**src/rtl/ballot_controller_pkg.sv**
```systemverilog
// Shared definitions for the ballot controller: lane count, FSM encodings, vote decode helper.
package ballot_controller_pkg;

  // Default number of candidate lanes
  localparam int unsigned NUM_CAND_DEF = 4;

  // Widest lane vector the popcount helper accepts
  localparam int unsigned MAX_CAND = 32;
  localparam int unsigned POP_W    = 6;

  // FSM state encodings (also exported on state_dbg)
  localparam logic [1:0] ST_IDLE    = 2'd0;
  localparam logic [1:0] ST_ARMED   = 2'd1;
  localparam logic [1:0] ST_GRANT   = 2'd2;
  localparam logic [1:0] ST_LOCKOUT = 2'd3;

  // Number of set bits in a (zero-extended) lane vector
  function automatic logic [POP_W-1:0] count_ones(input logic [MAX_CAND-1:0] v);
    logic [POP_W-1:0] n;
    n = '0;
    for (int i = 0; i < MAX_CAND; i++) begin
      n = n + POP_W'(v[i]);
    end
    return n;
  endfunction

endpackage

```
**src/rtl/ballot_timer.sv**
```systemverilog
// Loadable down-counter shared by the ballot window and the lockout dead time.
module ballot_timer #(
  parameter int unsigned CNT_W = 32
) (
  input  logic             clock,
  input  logic             reset,
  input  logic             load,
  input  logic [CNT_W-1:0] load_val,
  input  logic             en,
  output logic             zero
);

  logic [CNT_W-1:0] count_q, count_d;
  logic             zero_q, zero_d;

  // Load has priority; counting stops and holds at zero
  always_comb begin
    count_d = count_q;
    if (load) begin
      count_d = load_val;
    end else if (en && (count_q != '0)) begin
      count_d = count_q - CNT_W'(1);
    end
    zero_d = (count_d == '0);
  end

  // Counter and its registered zero flag
  always_ff @(posedge clock) begin
    if (reset) begin
      count_q <= '0;
      zero_q  <= 1'b1;
    end else begin
      count_q <= count_d;
      zero_q  <= zero_d;
    end
  end

  assign zero = zero_q;

endmodule

```
**src/rtl/ballot_controller.sv**
```systemverilog
// Per-voter session sequencer: one fingerprint verification yields at most one granted vote.
module ballot_controller
  import ballot_controller_pkg::*;
#(
  parameter int unsigned NUM_CAND       = NUM_CAND_DEF,
  parameter int unsigned TIMEOUT_CYCLES = 100_000_000,
  parameter int unsigned LOCKOUT_CYCLES = 50_000_000,
  parameter int unsigned CNT_W          = 32
) (
  input  logic                clock,
  input  logic                reset,
  input  logic                mode,
  input  logic                fingerprint_valid,
  input  logic [NUM_CAND-1:0] vote_pulse,
  output logic [NUM_CAND-1:0] vote_grant,
  output logic                ballot_open,
  output logic                conflict,
  output logic                timeout,
  output logic [7:0]          votes_granted,
  output logic [1:0]          state_dbg
);

  localparam logic [CNT_W-1:0] WINDOW_LOAD = CNT_W'(TIMEOUT_CYCLES - 1);
  localparam logic [CNT_W-1:0] LOCK_LOAD   = CNT_W'(LOCKOUT_CYCLES - 1);

  logic [1:0]          state_q, state_d;
  logic                fp_q, fp_d;
  logic [NUM_CAND-1:0] grant_q, grant_d;
  logic                open_q, open_d;
  logic                conflict_q, conflict_d;
  logic                timeout_q, timeout_d;
  logic [7:0]          votes_q, votes_d;

  logic                t_load;
  logic [CNT_W-1:0]    t_load_val;
  logic                t_en;
  logic                t_zero;

  logic                fp_rise;
  logic [POP_W-1:0]    press_cnt;
  logic                press_one;
  logic                press_multi;

  assign fp_rise     = fingerprint_valid & ~fp_q;
  assign press_cnt   = count_ones(MAX_CAND'(vote_pulse));
  assign press_one   = (press_cnt == POP_W'(1));
  assign press_multi = (press_cnt >  POP_W'(1));

  // Single timer serves both the ballot window and the lockout
  ballot_timer #(
    .CNT_W (CNT_W)
  ) u_timer (
    .clock    (clock),
    .reset    (reset),
    .load     (t_load),
    .load_val (t_load_val),
    .en       (t_en),
    .zero     (t_zero)
  );

  // Next-state, timer control and registered output values
  always_comb begin
    state_d    = state_q;
    fp_d       = fingerprint_valid;
    grant_d    = '0;
    conflict_d = 1'b0;
    timeout_d  = 1'b0;
    votes_d    = votes_q;
    t_load     = 1'b0;
    t_load_val = '0;
    t_en       = 1'b0;

    case (state_q)
      ST_IDLE: begin
        if (fp_rise && !mode) begin
          state_d    = ST_ARMED;
          t_load     = 1'b1;
          t_load_val = WINDOW_LOAD;
        end
      end
      ST_ARMED: begin
        if (mode) begin
          state_d = ST_IDLE;
        end else if (press_one) begin
          state_d = ST_GRANT;
          grant_d = vote_pulse;
        end else if (press_multi) begin
          conflict_d = 1'b1;
          t_en       = 1'b1;
        end else if (t_zero) begin
          timeout_d  = 1'b1;
          state_d    = ST_LOCKOUT;
          t_load     = 1'b1;
          t_load_val = LOCK_LOAD;
        end else begin
          t_en = 1'b1;
        end
      end
      ST_GRANT: begin
        if (votes_q != 8'hFF) begin
          votes_d = votes_q + 8'd1;
        end
        state_d    = ST_LOCKOUT;
        t_load     = 1'b1;
        t_load_val = LOCK_LOAD;
      end
      ST_LOCKOUT: begin
        t_en = 1'b1;
        if (t_zero && !fingerprint_valid) begin
          state_d = ST_IDLE;
        end
      end
      default: begin
        state_d = ST_IDLE;
      end
    endcase

    open_d = (state_d == ST_ARMED);
  end

  // State and output registers; fp history resets high so a held finger must lift first
  always_ff @(posedge clock) begin
    if (reset) begin
      state_q    <= ST_IDLE;
      fp_q       <= 1'b1;
      grant_q    <= '0;
      open_q     <= 1'b0;
      conflict_q <= 1'b0;
      timeout_q  <= 1'b0;
      votes_q    <= 8'd0;
    end else begin
      state_q    <= state_d;
      fp_q       <= fp_d;
      grant_q    <= grant_d;
      open_q     <= open_d;
      conflict_q <= conflict_d;
      timeout_q  <= timeout_d;
      votes_q    <= votes_d;
    end
  end

  assign vote_grant    = grant_q;
  assign ballot_open   = open_q;
  assign conflict      = conflict_q;
  assign timeout       = timeout_q;
  assign votes_granted = votes_q;
  assign state_dbg     = state_q;

endmodule

```
**config.mk**
```make
export PLATFORM = sky130hd
export DESIGN_NAME = ballot_controller
export DESIGN_NICKNAME = d
export VERILOG_FILES = /design/src/rtl/ballot_controller_pkg.sv /design/src/rtl/ballot_timer.sv /design/src/rtl/ballot_controller.sv
export SDC_FILE = /design/constraint.sdc
export NUM_CORES = 1
export LEC_CHECK = 0
export ABC_CLOCK_PERIOD_IN_PS = 4350
export BUFFER_PORTS_ARGS = -buffer_cell sky130_fd_sc_hd__buf_4
export CORE_MARGIN = 5
export CORE_UTILIZATION = 59
export CTS_CLUSTER_SIZE = 40
export DETAILED_ROUTE_END_ITERATION = 10
export PLACE_DENSITY = 0.76
export RECOVER_POWER = 25
export SETUP_SLACK_MARGIN = 0.02
export SLEW_MARGIN = 5
export SYNTH_ARGS = -nofsm -noshare
export SYNTH_HDL_FRONTEND = slang
export SYNTH_SLANG_ARGS = --single-unit
export TNS_END_PERCENT = 10
```
**constraint.sdc**
```tcl
create_clock -name clock -period 4.35 [get_ports clock]
set_input_delay 0.87 -clock clock [delete_from_list [all_inputs] [get_ports clock]]
set_output_delay 0.87 -clock clock [all_outputs]
set_load 0.01 [all_outputs]
```
==> metrics.md, run 1 <==
| Metric | Value |
|---|---|
| Pre-Repair DR Iteration Count | `5` |
| Post-synth cell types | `58` |
| Clock slew at reported path FFs | `0.09 ns` |
| Final WS setup | `0.263 ns` |
| Syn Std Cell Area | `2850 sq um` |
| Initial core utilization | `0.604` |
| Clock sinks | `51` |
| Achievable Freq | `245 MHz` |
| WP data required | `4.59 ns` |
| Reg2Reg Capture Point | `u_timer.zero` |
| Worst setup EP type | `flip-flop` |
| Design area | `3150 sq um` |
| Hpwl dp | `4.90 mm` |
| # hold bufs at CTS | `0` |
| Setup Viol. Count Final | `0` |
| Total Wirelength | `6.59 mm` |
| Total setup buffers inserted after CTS | `0` |
| Root Buffer | `clkbuf_8` |
| Fin crit share | `0.939` |
| R2R Path Start | `u_timer.count_q[18]` |
| GPL Wtd Cong | `0.986` |
| CTS tree | `yes` |
| Hold path startpoint | `votes_granted[7]` |
| Final count of pins violating max slew | `38` |
| Synth Area in Simple Gates | `0.326` |
| H-tree depth | `2` |
| Core area | `4720 sq um` |
| Worst VDD drop | `0.000192 V` |
| Hold Crit Endpoint | `votes_granted[7]` |
| Largest family of logic cells by synthesized area | `simple AND/OR/NAND/NOR gates` |
| DP Area | `3100 sq um` |
| Reg2reg path depth | `9` |
| Total grt overflow | `0` |
| Synth Area in Adders | `0.0333` |
| Hold WC Path Type | `flip-flop to flip-flop` |
| Critical path origin | `vote_pulse[0]` |
| Clock Skew | `0.00663 ns` |
| Tmin final | `4.09 ns` |
| Max-slew headroom | `-0.0845` |
| Max clock buf depth | `2` |
| Hold Path Depth | `2` |
| Slew @ Worst Pin | `1.63 ns` |
| First-pass GRT wire length | `11.4 mm` |
| Yosys reg bits | `51` |
| Post-synth top area cell | `dfxtp_1` |
| P per Cell Area | `337 nW/um^2` |
| Reg2Reg Setup Slack | `1.03 ns` |
| Leak pwr | `0.00121 uW` |
| Resized Gates After CTS | `0` |
| DRC | `0` |
| RSZ-0062 raised after global routing | `false` |
| CP Max Fanout | `16` |
| Antenna viol nets, final | `0` |
| Sequential area share after synthesis | `0.358` |
| Status | `finished with violations` |
| Setup Crit Path Kind | `primary input to flip-flop` |
| Largest net degree at the start of global routing | `38` |
| Post-synth EDFFs | `0` |
| Top cells by area, synth | `dfxtp_1 36%, nor2_1 5.5%, xnor2_1 5.2%, xor2_1 4.6%, nor4_1 4.2%` |
| FP Rows | `25` |
| Dominant synthesized flop cell | `dfxtp_1` |
| Syn Area/Cell | `8.44 sq um` |
| Vias per cell | `5.90` |
| Die height | `79.6 um` |
| Die X | `79.6 um` |
| Failing checks | `capacitance limit, slew limit` |
| Syn Nets | `353` |
| Die area | `6330 sq um` |
| Area grow syn2layout | `10.2%` |
| Mapped Cells | `338` |
| Commonest cells after routing, fill and taps aside | `51 x dfxtp_1, 42 x nor2_1, 22 x a21oi_1, 21 x nand2_1, 19 x nor4_1` |
| DR vias | `2507` |
| Final Hold Fails | `0` |
| Layout cells sized above 1 | `0.109` |
| GRT Overall Usage | `0.226` |
| Worst EP arrival | `4.32 ns` |
| Max-cap violation count | `1` |
| XOR/XNOR Fraction of Synth Area | `0.0982` |
| Fin Setup TNS | `0 ns` |
| WL/cell | `15.5 um` |
| Synth Area in Compound Gates | `0.128` |
| Async S/R FF share, synth | `0` |
| CP startpoint kind | `primary input` |
| Synth top area share | `0.358` |
| Number of global-route vias before repair | `2291` |
| Initial antenna violation count | `0` |
| Final net count | `373` |
| YS warnings | `0` |
| Antenna diode count | `0` |
| CTS buffer count | `5` |
| Commonest non-fill, non-tap cell in the layout | `dfxtp_1` |
| Skew-Pair Late Insertion Delay | `0.31 ns` |
| DRT iter0 DRCs | `246` |
| Post-synthesis mux area share | `0.00745` |
| # port buffers | `24` |
| Setup WS pre-CTS | `0.0708 ns` |
| I/O pins | `25` |
| Filler instances | `404` |
## cells in the mapped netlist (6+ instances only)
library cell	number
nor2_1	42
buf_2	6
ha_1	6
nor3_1	12
inv_1	13
a21oi_1	22
nor2b_1	6
clkbuf_1	12
dfxtp_1	51
or3_1	7
xnor2_1	17
xor2_1	15
nand3_1	7
nor4_1	19
nand4_1	6
nand2_1	21
## worst max-delay path by stage
stage	to	depth (start not counted)
floorplan	u_timer.zero	17
global placement	u_timer.zero	16
detailed placement	u_timer.zero	16
CTS	u_timer.zero	16
global route	u_timer.zero	16
finish	u_timer.zero	16
## metal layers
metal / vias to the layer above / wire length, um / track usage
li1: 1243 / - / -
met1: 1172 / 3130 / 0.323
met2: 82 / 2980 / 0.342
met3: 10 / 372 / 0.0418
met4: 0 / 110 / 0.0722
met5: - / 0 / 0
## layout make-up
type                    instances  area [sq um]  share of cell area
clock inverters                 2          37.5              0.0119
multi-input cells             254          1700               0.541
flip-flops and latches         51          1020               0.325
clock buffers                   5          68.8              0.0219
inverters                      13          48.8              0.0155
repair buffers                 33           184              0.0585
well taps                      67          83.8              0.0267
## stage by stage
stage | instances | total power [uW] | hold slack, ns | utilization
after floorplan | 338 | 685 | 0.493 | -
after global routing | 425 | 1110 | 0.589 | 0.666
after CTS | 425 | 1070 | 0.557 | 0.679
after detailed placement | 418 | 743 | 0.534 | 0.657
final | 425 | 1060 | 0.545 | 0.666
after global placement | 418 | 741 | 0.521 | 0.657
## power breakdown
part	switching, uW	total [uW]	internal (uW)
registers	24.8	508	484
clock network	156	324	168
logic	140	228	88.7
## registers in the layout (all words and copies together), names as in the netlist
name and cells:
u_timer.count_q 32, votes_granted 8, vote_grant 4, state_dbg 2, ballot_open 1, conflict 1
fp_q 1, timeout 1, u_timer.zero 1
## kinds of logic after synthesis
kind of cell    Yosys count
fa+ha+maj                 7
xor+xnor                 32
compound gates           54
buf+inv                  33
mux                       2
simple gates            159
flops                    51
## worst max-delay path: stages
cell	delay, ns
buf_4	0.08
inv_1	0.05
fa_1	0.53
inv_1	0.04
ha_1	0.19
inv_1	0.06
ha_1	0.23
or3b_1	0.40
a32o_1	0.33
o41ai_4	0.19
buf_4	0.34
nor4_1	0.08
xor2_1	0.15
a21oi_1	0.20
nor4b_1	0.35
a41o_1	0.23
(Power assumes the default switching activity.)
==> run 2: changes to the inputs <==
--- a/config.mk
+++ b/config.mk
@@ -5,13 +5,14 @@
 export SDC_FILE = /design/constraint.sdc
 export NUM_CORES = 1
 export LEC_CHECK = 0
-export ABC_CLOCK_PERIOD_IN_PS = 4350
+export ABC_CLOCK_PERIOD_IN_PS = 3550
 export BUFFER_PORTS_ARGS = -buffer_cell sky130_fd_sc_hd__buf_4
+export CAP_MARGIN = 0
 export CORE_MARGIN = 5
-export CORE_UTILIZATION = 59
+export CORE_UTILIZATION = 54
 export CTS_CLUSTER_SIZE = 40
 export DETAILED_ROUTE_END_ITERATION = 10
-export PLACE_DENSITY = 0.76
+export PLACE_DENSITY = 0.73
 export RECOVER_POWER = 25
 export SETUP_SLACK_MARGIN = 0.02
 export SLEW_MARGIN = 5
==> constraint.sdc (replaced) <==
create_clock -name clock -period 3.55 [get_ports clock]
set_input_delay 0.71 -clock clock [delete_from_list [all_inputs] [get_ports clock]]
set_output_delay 0.71 -clock clock [all_outputs]
set_load 0.01 [all_outputs]
==> metrics.md, run 2 (synthesis results as in run 1) <==
| Metric | Value |
|---|---|
| Switching Share | `0.333 (was 0.302)` |
| Clock power frac | `0.264 (was 0.305)` |
| DR vias | `2709 (was 2507)` |
| DP Area | `3390 sq um (was 3100 sq um)` |
| CTS buffer count | `5 (unchanged)` |
| Worst setup EP type | `flip-flop (unchanged)` |
| Slew @ Worst Pin | `0.681 ns (was 1.63 ns)` |
| Crit-path most repeated cell | `inv_2 (was inv_1)` |
| Hpwl dp | `5.32 mm (was 4.90 mm)` |
| Initial core utilization | `0.559 (was 0.604)` |
| Die X | `82.7 um (was 79.6 um)` |
| Status | `completed (was finished with violations)` |
| Vias per cell | `5.85 (was 5.90)` |
| CP cell instances | `buf_4 > inv_2 > fa_1 > inv_2 > ha_4 > inv_2 > ha_4 > or3b_4 > a32o_2 > o41ai_4 > buf_6 > a21oi_1 > o21a_1 > o21ai_0 > and4b_1 > a41o_1 (was buf_4 > inv_1 > fa_1 > inv_1 > ha_1 > inv_1 > ha_1 > or3b_1 > a32o_1 > o41ai_4 > buf_4 > nor4_1 > xor2_1 > a21oi_1 > nor4b_1 > a41o_1)` |
| GRT Overall Usage | `0.231 (was 0.226)` |
| Layout cells sized above 1 | `0.282 (was 0.109)` |
| Root Buffer | `clkbuf_8 (unchanged)` |
| Die area | `6840 sq um (was 6330 sq um)` |
| Reg2Reg Capture Point | `u_timer.zero (unchanged)` |
| Commonest cells after routing, fill and taps aside | `64 x buf_4, 51 x dfxtp_1, 40 x nor2_1, 21 x nand2_1, 20 x a21oi_1 (was 51 x dfxtp_1, 42 x nor2_1, 22 x a21oi_1, 21 x nand2_1, 19 x nor4_1)` |
| Fin crit share | `0.982` |
| Clock Skew | `0.0102 ns (was 0.00663 ns)` |
| First-pass GRT wire length | `12.2 mm (was 11.4 mm)` |
| Clock sinks | `51 (unchanged)` |
| WP data required | `3.80 ns (was 4.59 ns)` |
| CP startpoint kind | `primary input (unchanged)` |
| Max-cap violation count | `0 (was 1)` |
| CP top delay family | `compound AO/OA/AOI/OAI gates (was adder cells)` |
| Switching Power | `437 uW (was 320 uW)` |
| H-tree depth | `2 (unchanged)` |
| Reg2reg path depth | `9 (unchanged)` |
| Combinational Power Share | `0.261 (was 0.215)` |
| CP max stage delay | `0.54 ns (was 0.53 ns)` |
| Die height | `82.7 um (was 79.6 um)` |
| FP Rows | `26 (was 25)` |
| Hold WC Path Type | `flip-flop to flip-flop (unchanged)` |
| Total grt overflow | `0 (unchanged)` |
| I/O pins | `25 (unchanged)` |
| CTS tree | `yes (unchanged)` |
| Design area | `3590 sq um (was 3150 sq um)` |
| Initial antenna violation count | `0 (unchanged)` |
| Seq pwr share | `0.476 (was 0.479)` |
| Largest net degree at the start of global routing | `38 (unchanged)` |
| DRT iter0 DRCs | `182 (was 246)` |
| Setup Viol. Count Final | `0 (unchanged)` |
| WL/cell | `16.0 um (was 15.5 um)` |
| Critical path origin | `vote_pulse[1] (was vote_pulse[0])` |
| Antenna diode count | `0 (unchanged)` |
| Worst EP arrival | `3.74 ns (was 4.32 ns)` |
| Slowest-stage cell, CP | `fa_1 (unchanged)` |
| GPL Wtd Cong | `0.963 (was 0.986)` |
| Setup Crit Path Kind | `primary input to flip-flop (unchanged)` |
| Number of global-route vias before repair | `2604 (was 2291)` |
| WP buf/inv | `5 (unchanged)` |
| Critical Path Stages | `16 (unchanged)` |
| Achievable Freq | `287 MHz` |
| Filler instances | `421 (was 404)` |
| Final Hold Fails | `0 (unchanged)` |
| Worst VDD drop | `0.000278 V (was 0.000192 V)` |
| Tmin final | `3.49 ns` |
| Area grow syn2layout | `25.9% (was 10.2%)` |
| DRC | `0 (unchanged)` |
| Flip-flop and latch area | `1020 sq um (unchanged)` |
| Multi-input gate area | `1810 sq um (was 1700 sq um)` |
| Largest register by flop count | `u_timer.count_q (unchanged)` |
| Leak pwr | `0.00146 uW (was 0.00121 uW)` |
| Max clock buf depth | `2 (unchanged)` |
| RSZ-0062 raised after global routing | `true (was false)` |
| Final count of pins violating max slew | `0 (was 38)` |
| Fin Setup TNS | `0 ns (unchanged)` |
| Commonest non-fill, non-tap cell in the layout | `buf_4 (was dfxtp_1)` |
| P per Cell Area | `365 nW/um^2 (was 337 nW/um^2)` |
| Clock slew at reported path FFs | `0.10 ns (was 0.09 ns)` |
| Utilization after layout | `0.703 (was 0.666)` |
| # port buffers | `24 (unchanged)` |
| # hold bufs at CTS | `0 (unchanged)` |
| Total Wirelength | `7.39 mm (was 6.59 mm)` |
| Core area | `5110 sq um (was 4720 sq um)` |
| Pre-Repair DR Iteration Count | `4 (was 5)` |
| Max-slew headroom | `0.544 (was -0.0845)` |
| WHS | `0.555 ns (was 0.545 ns)` |
| Max reg flops | `32 (unchanged)` |
| Antenna viol nets, final | `0 (unchanged)` |
| Setup crit end | `u_timer.zero (unchanged)` |
| Int Pwr | `876 uW (was 740 uW)` |
| R2R Path Start | `u_timer.count_q[28] (was u_timer.count_q[18])` |
| Skew-Pair Late Insertion Delay | `0.31 ns (about the same)` |
| CP Max Fanout | `10 (was 16)` |
| Final net count | `407 (was 373)` |
| Reg2Reg Setup Slack | `0.44 ns (was 1.03 ns)` |
[run 2: what timing repair did]
action,CTS,global route
buffers inserted,1,1
pin swaps,8,8
setup endpoints to repair,1,1
resized for setup,8,10
[run 2: area by class of cell]
class,instances,area share
clock buffer,6,0.0202
clock inverter,2,0.00488
inverter,13,0.0157
multi-input combinational,254,0.505
sequential,51,0.284
tap,70,0.0244
timing repair buffer,67,0.146
[run 2: metrics by stage]
step / total power (uW) / setup WS [ns] / cells
2_1_floorplan: 847 / -0.156 / 338
3_3_place_gp: 942 / -0.411 / 453
3_5_place_dp: 948 / -0.460 / 453
4_1_cts: 1300 / 0.0310 / 462
5_1_grt: 1370 / -0.0319 / 463
6_report: 1310 / 0.0623 / 463
[run 2: layer usage]
layer	part of all wire	track usage	wire length, um
met1	0.43	0.292	3200
met4	0.022	0.0964	160
met5	0	0	0
met3	0.056	0.0380	411
met2	0.49	0.390	3620
[run 2: power by group through the flow]
stage	Sequential [uW]	Clock, uW	Combinational, uW
floorplan	626	0	221
global placement	635	0	307
detailed placement	636	0	312
CTS	623	353	326
global route	628	375	371
finish	624	346	342
[run 2: worst min-delay path by stage]
stage / start / endpoint / slack [ns] / depth (start not counted)
2_1_floorplan: u_timer.count_q[16] / u_timer.count_q[16] / 0.49 / 2
4_1_cts: votes_granted[5] / votes_granted[5] / 0.56 / 2
3_3_place_gp: votes_granted[5] / votes_granted[5] / 0.52 / 2
5_1_grt: fingerprint_valid / fp_q / 0.59 / 2
6_report: votes_granted[5] / votes_granted[5] / 0.56 / 2
3_5_place_dp: votes_granted[5] / votes_granted[5] / 0.53 / 2
[run 2: worst min-delay path: cells and delay by family, from the launching register on]
family | cells | cell delay [ns]
simple gates | 1 | 0.08
xor+xnor | 1 | 0.08
flops | 1 | 0.37
